File: src/rtl/lcd_fill.sv
// LCD rectangle filler: boots the panel (SLPOUT, COLMOD=565, DISPON), then turns each
// accepted fill request into a CASET/RASET/RAMWR command stream plus RGB565 pixel bytes.
//
// state | meaning
// BOOT  | power-up wait, BOOT_DELAY cycles, no bytes
// INIT  | presenting SLPOUT (0x11) until it transfers
// SLEEP | post-SLPOUT wait, SLEEP_DELAY cycles
// INIT2 | presenting 0x3A, 0x55, 0x29
// IDLE  | ready, start accepted here only
// ADDR  | presenting the 11 window/RAMWR bytes
// PIX   | presenting pixel bytes, high then low

module lcd_fill #(
    parameter int BOOT_DELAY  = 12000,
    parameter int SLEEP_DELAY = 1200
) (
    input  logic        clock,
    input  logic        reset,
    input  logic [7:0]  x0,
    input  logic [7:0]  x1,
    input  logic [7:0]  y0,
    input  logic [7:0]  y1,
    input  logic [15:0] color,
    input  logic        start,
    output logic        busy,
    output logic        done,
    output logic        dc,
    output logic [7:0]  out,
    output logic        put,
    input  logic        full
);

    typedef enum logic [2:0] {
        BOOT  = 3'd0,
        INIT  = 3'd1,
        SLEEP = 3'd2,
        INIT2 = 3'd3,
        IDLE  = 3'd4,
        ADDR  = 3'd5,
        PIX   = 3'd6
    } state_t;

    state_t       state_q, state_d;
    logic         pending_q, pending_d;
    logic         dc_q, dc_d;
    logic [7:0]   out_q, out_d;
    logic [31:0]  timer_q, timer_d;
    logic [3:0]   step_q, step_d;
    logic [16:0]  pix_q, pix_d;
    logic         phase_q, phase_d;
    logic         done_q, done_d;
    logic [7:0]   x0_q, x1_q, y0_q, y1_q;
    logic [7:0]   x0_d, x1_d, y0_d, y1_d;
    logic [15:0]  color_q, color_d;

    logic         xfer;
    logic         win_empty;
    logic [16:0]  win_w, win_h, win_pix;

    assign xfer      = pending_q & ~full;
    assign win_empty = (x1 < x0) || (y1 < y0);
    assign win_w     = {9'd0, x1} - {9'd0, x0} + 17'd1;
    assign win_h     = {9'd0, y1} - {9'd0, y0} + 17'd1;
    // 256*256 = 65536 still fits in 17 bits; garbage for empty windows is never used
    assign win_pix   = win_w * win_h;

    function automatic logic [8:0] addr_byte(
        input logic [3:0] idx,
        input logic [7:0] ax0,
        input logic [7:0] ax1,
        input logic [7:0] ay0,
        input logic [7:0] ay1
    );
        logic [8:0] b;
        case (idx)
            4'd0:    b = {1'b0, 8'h2A};
            4'd1:    b = {1'b1, 8'h00};
            4'd2:    b = {1'b1, ax0};
            4'd3:    b = {1'b1, 8'h00};
            4'd4:    b = {1'b1, ax1};
            4'd5:    b = {1'b0, 8'h2B};
            4'd6:    b = {1'b1, 8'h00};
            4'd7:    b = {1'b1, ay0};
            4'd8:    b = {1'b1, 8'h00};
            4'd9:    b = {1'b1, ay1};
            default: b = {1'b0, 8'h2C};
        endcase
        return b;
    endfunction

    always_ff @(posedge clock or negedge reset) begin
        if (!reset) begin
            state_q   <= BOOT;
            pending_q <= 1'b0;
            dc_q      <= 1'b0;
            out_q     <= 8'h00;
            timer_q   <= '0;
            step_q    <= '0;
            pix_q     <= '0;
            phase_q   <= 1'b0;
            done_q    <= 1'b0;
            x0_q      <= '0;
            x1_q      <= '0;
            y0_q      <= '0;
            y1_q      <= '0;
            color_q   <= '0;
        end else begin
            state_q   <= state_d;
            pending_q <= pending_d;
            dc_q      <= dc_d;
            out_q     <= out_d;
            timer_q   <= timer_d;
            step_q    <= step_d;
            pix_q     <= pix_d;
            phase_q   <= phase_d;
            done_q    <= done_d;
            x0_q      <= x0_d;
            x1_q      <= x1_d;
            y0_q      <= y0_d;
            y1_q      <= y1_d;
            color_q   <= color_d;
        end
    end

    always_comb begin
        state_d   = state_q;
        pending_d = pending_q;
        dc_d      = dc_q;
        out_d     = out_q;
        timer_d   = timer_q;
        step_d    = step_q;
        pix_d     = pix_q;
        phase_d   = phase_q;
        done_d    = 1'b0;
        x0_d      = x0_q;
        x1_d      = x1_q;
        y0_d      = y0_q;
        y1_d      = y1_q;
        color_d   = color_q;

        case (state_q)
            BOOT: begin
                if (timer_q == 32'(BOOT_DELAY - 1)) begin
                    state_d   = INIT;
                    timer_d   = '0;
                    pending_d = 1'b1;
                    dc_d      = 1'b0;
                    out_d     = 8'h11;
                end else begin
                    timer_d = timer_q + 32'd1;
                end
            end
            INIT: begin
                if (xfer) begin
                    state_d   = SLEEP;
                    pending_d = 1'b0;
                    timer_d   = '0;
                end
            end
            SLEEP: begin
                if (timer_q == 32'(SLEEP_DELAY - 1)) begin
                    state_d   = INIT2;
                    timer_d   = '0;
                    step_d    = '0;
                    pending_d = 1'b1;
                    dc_d      = 1'b0;
                    out_d     = 8'h3A;
                end else begin
                    timer_d = timer_q + 32'd1;
                end
            end
            INIT2: begin
                if (xfer) begin
                    case (step_q)
                        4'd0: begin
                            step_d = 4'd1;
                            dc_d   = 1'b1;
                            out_d  = 8'h55;
                        end
                        4'd1: begin
                            step_d = 4'd2;
                            dc_d   = 1'b0;
                            out_d  = 8'h29;
                        end
                        default: begin
                            state_d   = IDLE;
                            step_d    = '0;
                            pending_d = 1'b0;
                        end
                    endcase
                end
            end
            IDLE: begin
                if (start) begin
                    x0_d    = x0;
                    x1_d    = x1;
                    y0_d    = y0;
                    y1_d    = y1;
                    color_d = color;
                    if (win_empty) begin
                        done_d = 1'b1;
                    end else begin
                        state_d   = ADDR;
                        step_d    = '0;
                        pix_d     = win_pix;
                        pending_d = 1'b1;
                        dc_d      = 1'b0;
                        out_d     = 8'h2A;
                    end
                end
            end
            ADDR: begin
                if (xfer) begin
                    if (step_q == 4'd10) begin
                        state_d = PIX;
                        step_d  = '0;
                        phase_d = 1'b0;
                        dc_d    = 1'b1;
                        out_d   = color_q[15:8];
                    end else begin
                        step_d        = step_q + 4'd1;
                        {dc_d, out_d} = addr_byte(step_q + 4'd1, x0_q, x1_q, y0_q, y1_q);
                    end
                end
            end
            PIX: begin
                if (xfer) begin
                    if (!phase_q) begin
                        phase_d = 1'b1;
                        out_d   = color_q[7:0];
                    end else if (pix_q == 17'd1) begin
                        state_d   = IDLE;
                        pending_d = 1'b0;
                        pix_d     = '0;
                        phase_d   = 1'b0;
                        done_d    = 1'b1;
                    end else begin
                        pix_d   = pix_q - 17'd1;
                        phase_d = 1'b0;
                        out_d   = color_q[15:8];
                    end
                end
            end
            default: begin
                state_d   = BOOT;
                pending_d = 1'b0;
                timer_d   = '0;
            end
        endcase
    end

    assign busy = (state_q != IDLE);
    assign done = done_q;
    assign dc   = dc_q;
    assign out  = out_q;
    assign put  = pending_q & ~full;

endmodule
File: config.mk
export PLATFORM = sky130hd
export DESIGN_NAME = lcd_fill
export DESIGN_NICKNAME = d
export VERILOG_FILES = /design/src/rtl/lcd_fill.sv
export SDC_FILE = /design/constraint.sdc
export NUM_CORES = 1
export LEC_CHECK = 0
export ABC_AREA = 1
export BUFFER_PORTS_ARGS = -buffer_cell sky130_fd_sc_hd__buf_2
export CAP_MARGIN = 15
export CORE_UTILIZATION = 50
export DETAILED_ROUTE_END_ITERATION = 6
export PLACE_DENSITY = 0.71
export SKIP_CTS_REPAIR_TIMING = 1
export SYNTH_ARGS = -nofsm -noshare
export SYNTH_HDL_FRONTEND = slang
export SYNTH_SLANG_ARGS = --single-unit
File: constraint.sdc
create_clock -name clock -period 4 [get_ports clock]
set_input_delay 0.8 -clock clock [delete_from_list [all_inputs] [get_ports clock]]
set_output_delay 0.8 -clock clock [all_outputs]
set_load 0.02 [all_outputs]
==> impl_metrics.prom <==
# TYPE chip_impl_metric gauge
chip_impl_metric{name="clock_sinks",unit=""} 116
chip_impl_metric{name="synth.yosys.seq_area_share",unit="%"} 26.92
chip_impl_metric{name="share_of_flip_flops_with_an_asynchronous_set_or_reset_after_synthesis",unit="%"} 100.0
chip_impl_metric{name="die-width",unit="um"} 148.9
chip_impl_metric{name="detail_route.drc_violations",unit=""} 0
chip_impl_metric{name="postRouteWirelength",unit="um"} 30530
chip_impl_metric{name="grt_overflow",unit=""} 0
chip_impl_metric{name="setup_total_negative_slack",unit="ps"} -26530
chip_impl_metric{name="cts_buffers",unit=""} 17
chip_impl_metric{name="overall_die_area",unit="um^2"} 22160
chip_impl_metric{name="mappedNetlistArea",unit="um^2"} 10780
chip_impl_metric{name="first_global_vias",unit=""} 10360
chip_impl_info{name="worstSetupPathType",value="input port to register"} 1
chip_impl_metric{name="clk_latency",unit="ps"} 430
chip_impl_metric{name="max_h_tree_level",unit=""} 4
chip_impl_info{name="start_kind",value="input port"} 1
chip_impl_metric{name="n_antenna_cell",unit=""} 0
chip_impl_metric{name="final_design_area_no_fill",unit="um^2"} 14160
chip_impl_metric{name="post-route-period-util",unit="%"} 163.1
chip_impl_metric{name="viasPerCell",unit=""} 5.253
chip_impl_metric{name="critPathRequiredTime",unit="ps"} 4350
chip_impl_info{name="cts_root_buf",value="sky130_fd_sc_hd__clkbuf_16"} 1
chip_impl_info{name="tritoncts",value="yes"} 1
chip_impl_metric{name="placement_rows",unit=""} 53
chip_impl_metric{name="core_area",unit="um^2"} 21090
chip_impl_info{name="result_of_the_run",value="finished, violations left"} 1
chip_impl_info{name="worstSetupEndpointType",value="register"} 1
chip_impl_info{name="netlist_top_cells_area",value="sky130_fd_sc_hd__dfrtp_1 27%, sky130_fd_sc_hd__fa_1 14%, sky130_fd_sc_hd__nand2_1 14%"} 1
chip_impl_metric{name="maximum_clock_frequency",unit="MHz"} 153.3
chip_impl_metric{name="num-nets-final",unit=""} 1946
chip_impl_metric{name="numPortBuffers",unit=""} 63
chip_impl_metric{name="crit_path_max_fanout",unit=""} 6
chip_impl_metric{name="worst_slew_pin_slew",unit="ps"} 657.9
chip_impl_metric{name="max_stage_delay",unit="ps"} 560
chip_impl_metric{name="final_util",unit="%"} 67.16
chip_impl_metric{name="io_pins",unit=""} 64
chip_impl_metric{name="floorplan.initialDensity",unit="%"} 51.13
chip_impl_metric{name="grt_max_degree",unit=""} 71
chip_impl_metric{name="hold_viol_final",unit=""} 0
chip_impl_metric{name="netlist-cell-type-count",unit=""} 50
chip_impl_metric{name="syn-instance-count",unit=""} 1503
chip_impl_metric{name="report.final.setup_viol",unit=""} 14
chip_impl_metric{name="detail_route.wl_per_cell",unit="um"} 14.97
chip_impl_metric{name="timing.hold.ws",unit="ps"} 382.7
chip_impl_info{name="path_delay_family",value="adder cells"} 1
chip_impl_info{name="synth_top_area_cell",value="sky130_fd_sc_hd__dfrtp_1"} 1
chip_impl_metric{name="synthesis.yosys.warnings",unit=""} 0
chip_impl_metric{name="regToRegSetupSlack",unit="ps"} 1130
chip_impl_info{name="violations",value="negative setup slack"} 1
chip_impl_info{name="timing.critical_path.slowest_stage_cell",value="sky130_fd_sc_hd__fa_1"} 1
chip_impl_metric{name="drv_slew",unit=""} 0
chip_impl_metric{name="drtIter0Drc",unit=""} 814
chip_impl_metric{name="detail-route-antenna-nets",unit=""} 0
chip_impl_metric{name="clk_transition_reported_paths",unit="ps"} 70
chip_impl_metric{name="cap_violations",unit=""} 0
chip_impl_metric{name="dp_hpwl",unit="um"} 22860
chip_impl_metric{name="crit_arrival",unit="ps"} 6880
chip_impl_info{name="min_path_type",value="input port to asynchronous set/reset pin"} 1
chip_impl_metric{name="first_pass_grt_wire_length",unit="um"} 48550
chip_impl_metric{name="placed_cell_area",unit="um^2"} 12740
chip_impl_metric{name="final.min_clock_period",unit="ps"} 6525
chip_impl_metric{name="synth-edff-count",unit=""} 0
chip_impl_info{name="mostFrequentLayoutCell",value="sky130_fd_sc_hd__nand2_1"} 1
chip_impl_metric{name="setup_slack",unit="ps"} -2525
chip_impl_metric{name="worstPathBufferInverterCount",unit=""} 12
chip_impl_metric{name="grt_util_all_layers",unit="%"} 27.39
chip_impl_info{name="unrepaired_setup_endpoints_after_global_routing",value="true"} 1
chip_impl_metric{name="avgSynthCellArea",unit="um^2"} 7.174
chip_impl_info{name="timing.critical_path.mode_cell",value="sky130_fd_sc_hd__inv_2"} 1
chip_impl_metric{name="drive_above_1_share",unit="%"} 26.93
chip_impl_metric{name="die-height",unit="um"} 148.9
chip_impl_info{name="ys_dominant_reg_cell",value="sky130_fd_sc_hd__dfrtp_1"} 1
chip_impl_info{name="most_frequent_cells_in_the_layout",value="364 x sky130_fd_sc_hd__nand2_1, 245 x sky130_fd_sc_hd__inv_1, 173 x sky130_fd_sc_hd__buf_4"} 1
chip_impl_metric{name="areaGrowthSynthToFinish",unit="%"} 31.34
chip_impl_metric{name="drt_pass1_iterations",unit=""} 6
chip_impl_metric{name="synth_top_area_share",unit="%"} 26.92
chip_impl_metric{name="clock_tree_skew_after_final_layout",unit="ps"} 17.69
chip_impl_metric{name="gp_congestion",unit=""} 0.9380
chip_impl_metric{name="clk_path_buf_depth",unit=""} 2
chip_impl_metric{name="antenna_violations_before_repair",unit=""} 0
chip_impl_metric{name="postSynthRegisterBits",unit=""} 116
chip_impl_metric{name="dr_total_vias",unit=""} 10710
chip_impl_metric{name="syn-num-nets",unit=""} 1698
chip_impl_metric{name="slew_headroom",unit="%"} 55.98
metal layers:
layer | GRT usage [%] | wire [um]
met5 | 0 | 0
met4 | 8.112 | 595
met3 | 3.700 | 1296
met2 | 46.99 | 15320
met1 | 35.99 | 13320
cell families after synthesis:
group	synth area share, %
and+or+nand+nor	27.15
AOI/OAI and AO/OA	10.47
xor gates and xnor gates	1.949
buffers and inverters	11.49
adders and majority gates	22.02
DFF	26.92
metrics by stage:
stage / setup WS, ps / std cells
after floorplan: -2463 / 1503
after global placement: -2853 / 1969
after detailed placement: -3065 / 1969
after CTS: -2629 / 2001
after global routing: -2836 / 2039
final: -2525 / 2039
flip-flops by register name, indices dropped and copies added, names as in the netlist:
signal	count
out	8
color_q	16
y1_q	8
done	1
pending_q	1
x0_q	8
pix_q	17
phase_q	1
x1_q	8
timer_q	32
step_q	4
dc	1
state_q	3
y0_q	8
worst paths after layout:
check,cells past startpoint,to,start
worst max-delay path,37,pix_q[16],y1[0]
worst min-delay path,1,timer_q[4],reset
worst max register to register,12,timer_q[12],timer_q[18]
worst min register to register,2,y1_q[2],y1_q[2]
max in group asynchronous,2,x1_q[4],reset
min in group clock,2,y1_q[2],y1_q[2]
layout make-up:
cell class / instances / area, um^2
multi-input cells: 1060 / 7307
fillers: 1761 / 6925
flip-flops and latches: 116 / 2903
repair buffers: 253 / 1853
inverters: 303 / 1175
clock buffers: 17 / 425.4
well taps: 275 / 344.1
clock inverters: 15 / 155.1
Yosys cell counts, types with 2 or more instances:
| cell type | n |
|---|---|
| sky130_fd_sc_hd__clkinv_1 | 2 |
| sky130_fd_sc_hd__nand4_1 | 19 |
| sky130_fd_sc_hd__o21ai_0 | 69 |
| sky130_fd_sc_hd__a21oi_1 | 56 |
| sky130_fd_sc_hd__nor2_1 | 162 |
| sky130_fd_sc_hd__clkbuf_1 | 19 |
| sky130_fd_sc_hd__a22oi_1 | 4 |
| sky130_fd_sc_hd__nor2_4 | 2 |
| sky130_fd_sc_hd__nand3_2 | 2 |
| sky130_fd_sc_hd__inv_2 | 13 |
| sky130_fd_sc_hd__a22o_1 | 3 |
| sky130_fd_sc_hd__buf_4 | 2 |
| sky130_fd_sc_hd__a221oi_1 | 4 |
| sky130_fd_sc_hd__o31ai_1 | 2 |
| sky130_fd_sc_hd__nand3b_1 | 6 |
| sky130_fd_sc_hd__o2111a_1 | 2 |
| sky130_fd_sc_hd__o21ai_1 | 13 |
| sky130_fd_sc_hd__nand3_1 | 56 |
| sky130_fd_sc_hd__o32ai_1 | 2 |
| sky130_fd_sc_hd__o21a_1 | 2 |
| sky130_fd_sc_hd__a2111oi_0 | 2 |
| sky130_fd_sc_hd__xnor2_1 | 9 |
| sky130_fd_sc_hd__inv_1 | 288 |
| sky130_fd_sc_hd__fa_1 | 78 |
| sky130_fd_sc_hd__nor4_1 | 10 |
| sky130_fd_sc_hd__o22ai_1 | 8 |
| sky130_fd_sc_hd__ha_1 | 65 |
| sky130_fd_sc_hd__xor2_1 | 15 |
| sky130_fd_sc_hd__a211oi_1 | 5 |
| sky130_fd_sc_hd__dfrtp_1 | 116 |
| sky130_fd_sc_hd__o21bai_1 | 4 |
| sky130_fd_sc_hd__nor3_1 | 29 |
| sky130_fd_sc_hd__a31oi_1 | 9 |
| sky130_fd_sc_hd__a21o_1 | 2 |
| sky130_fd_sc_hd__a311oi_1 | 2 |
| sky130_fd_sc_hd__nand2_2 | 7 |
| sky130_fd_sc_hd__nor2_2 | 9 |
| sky130_fd_sc_hd__buf_2 | 3 |
| sky130_fd_sc_hd__nand2_1 | 391 |
Power is left out: the tool's default activity adds up to more than one toggle a clock period on the data nets, which glitch-free logic cannot reach.
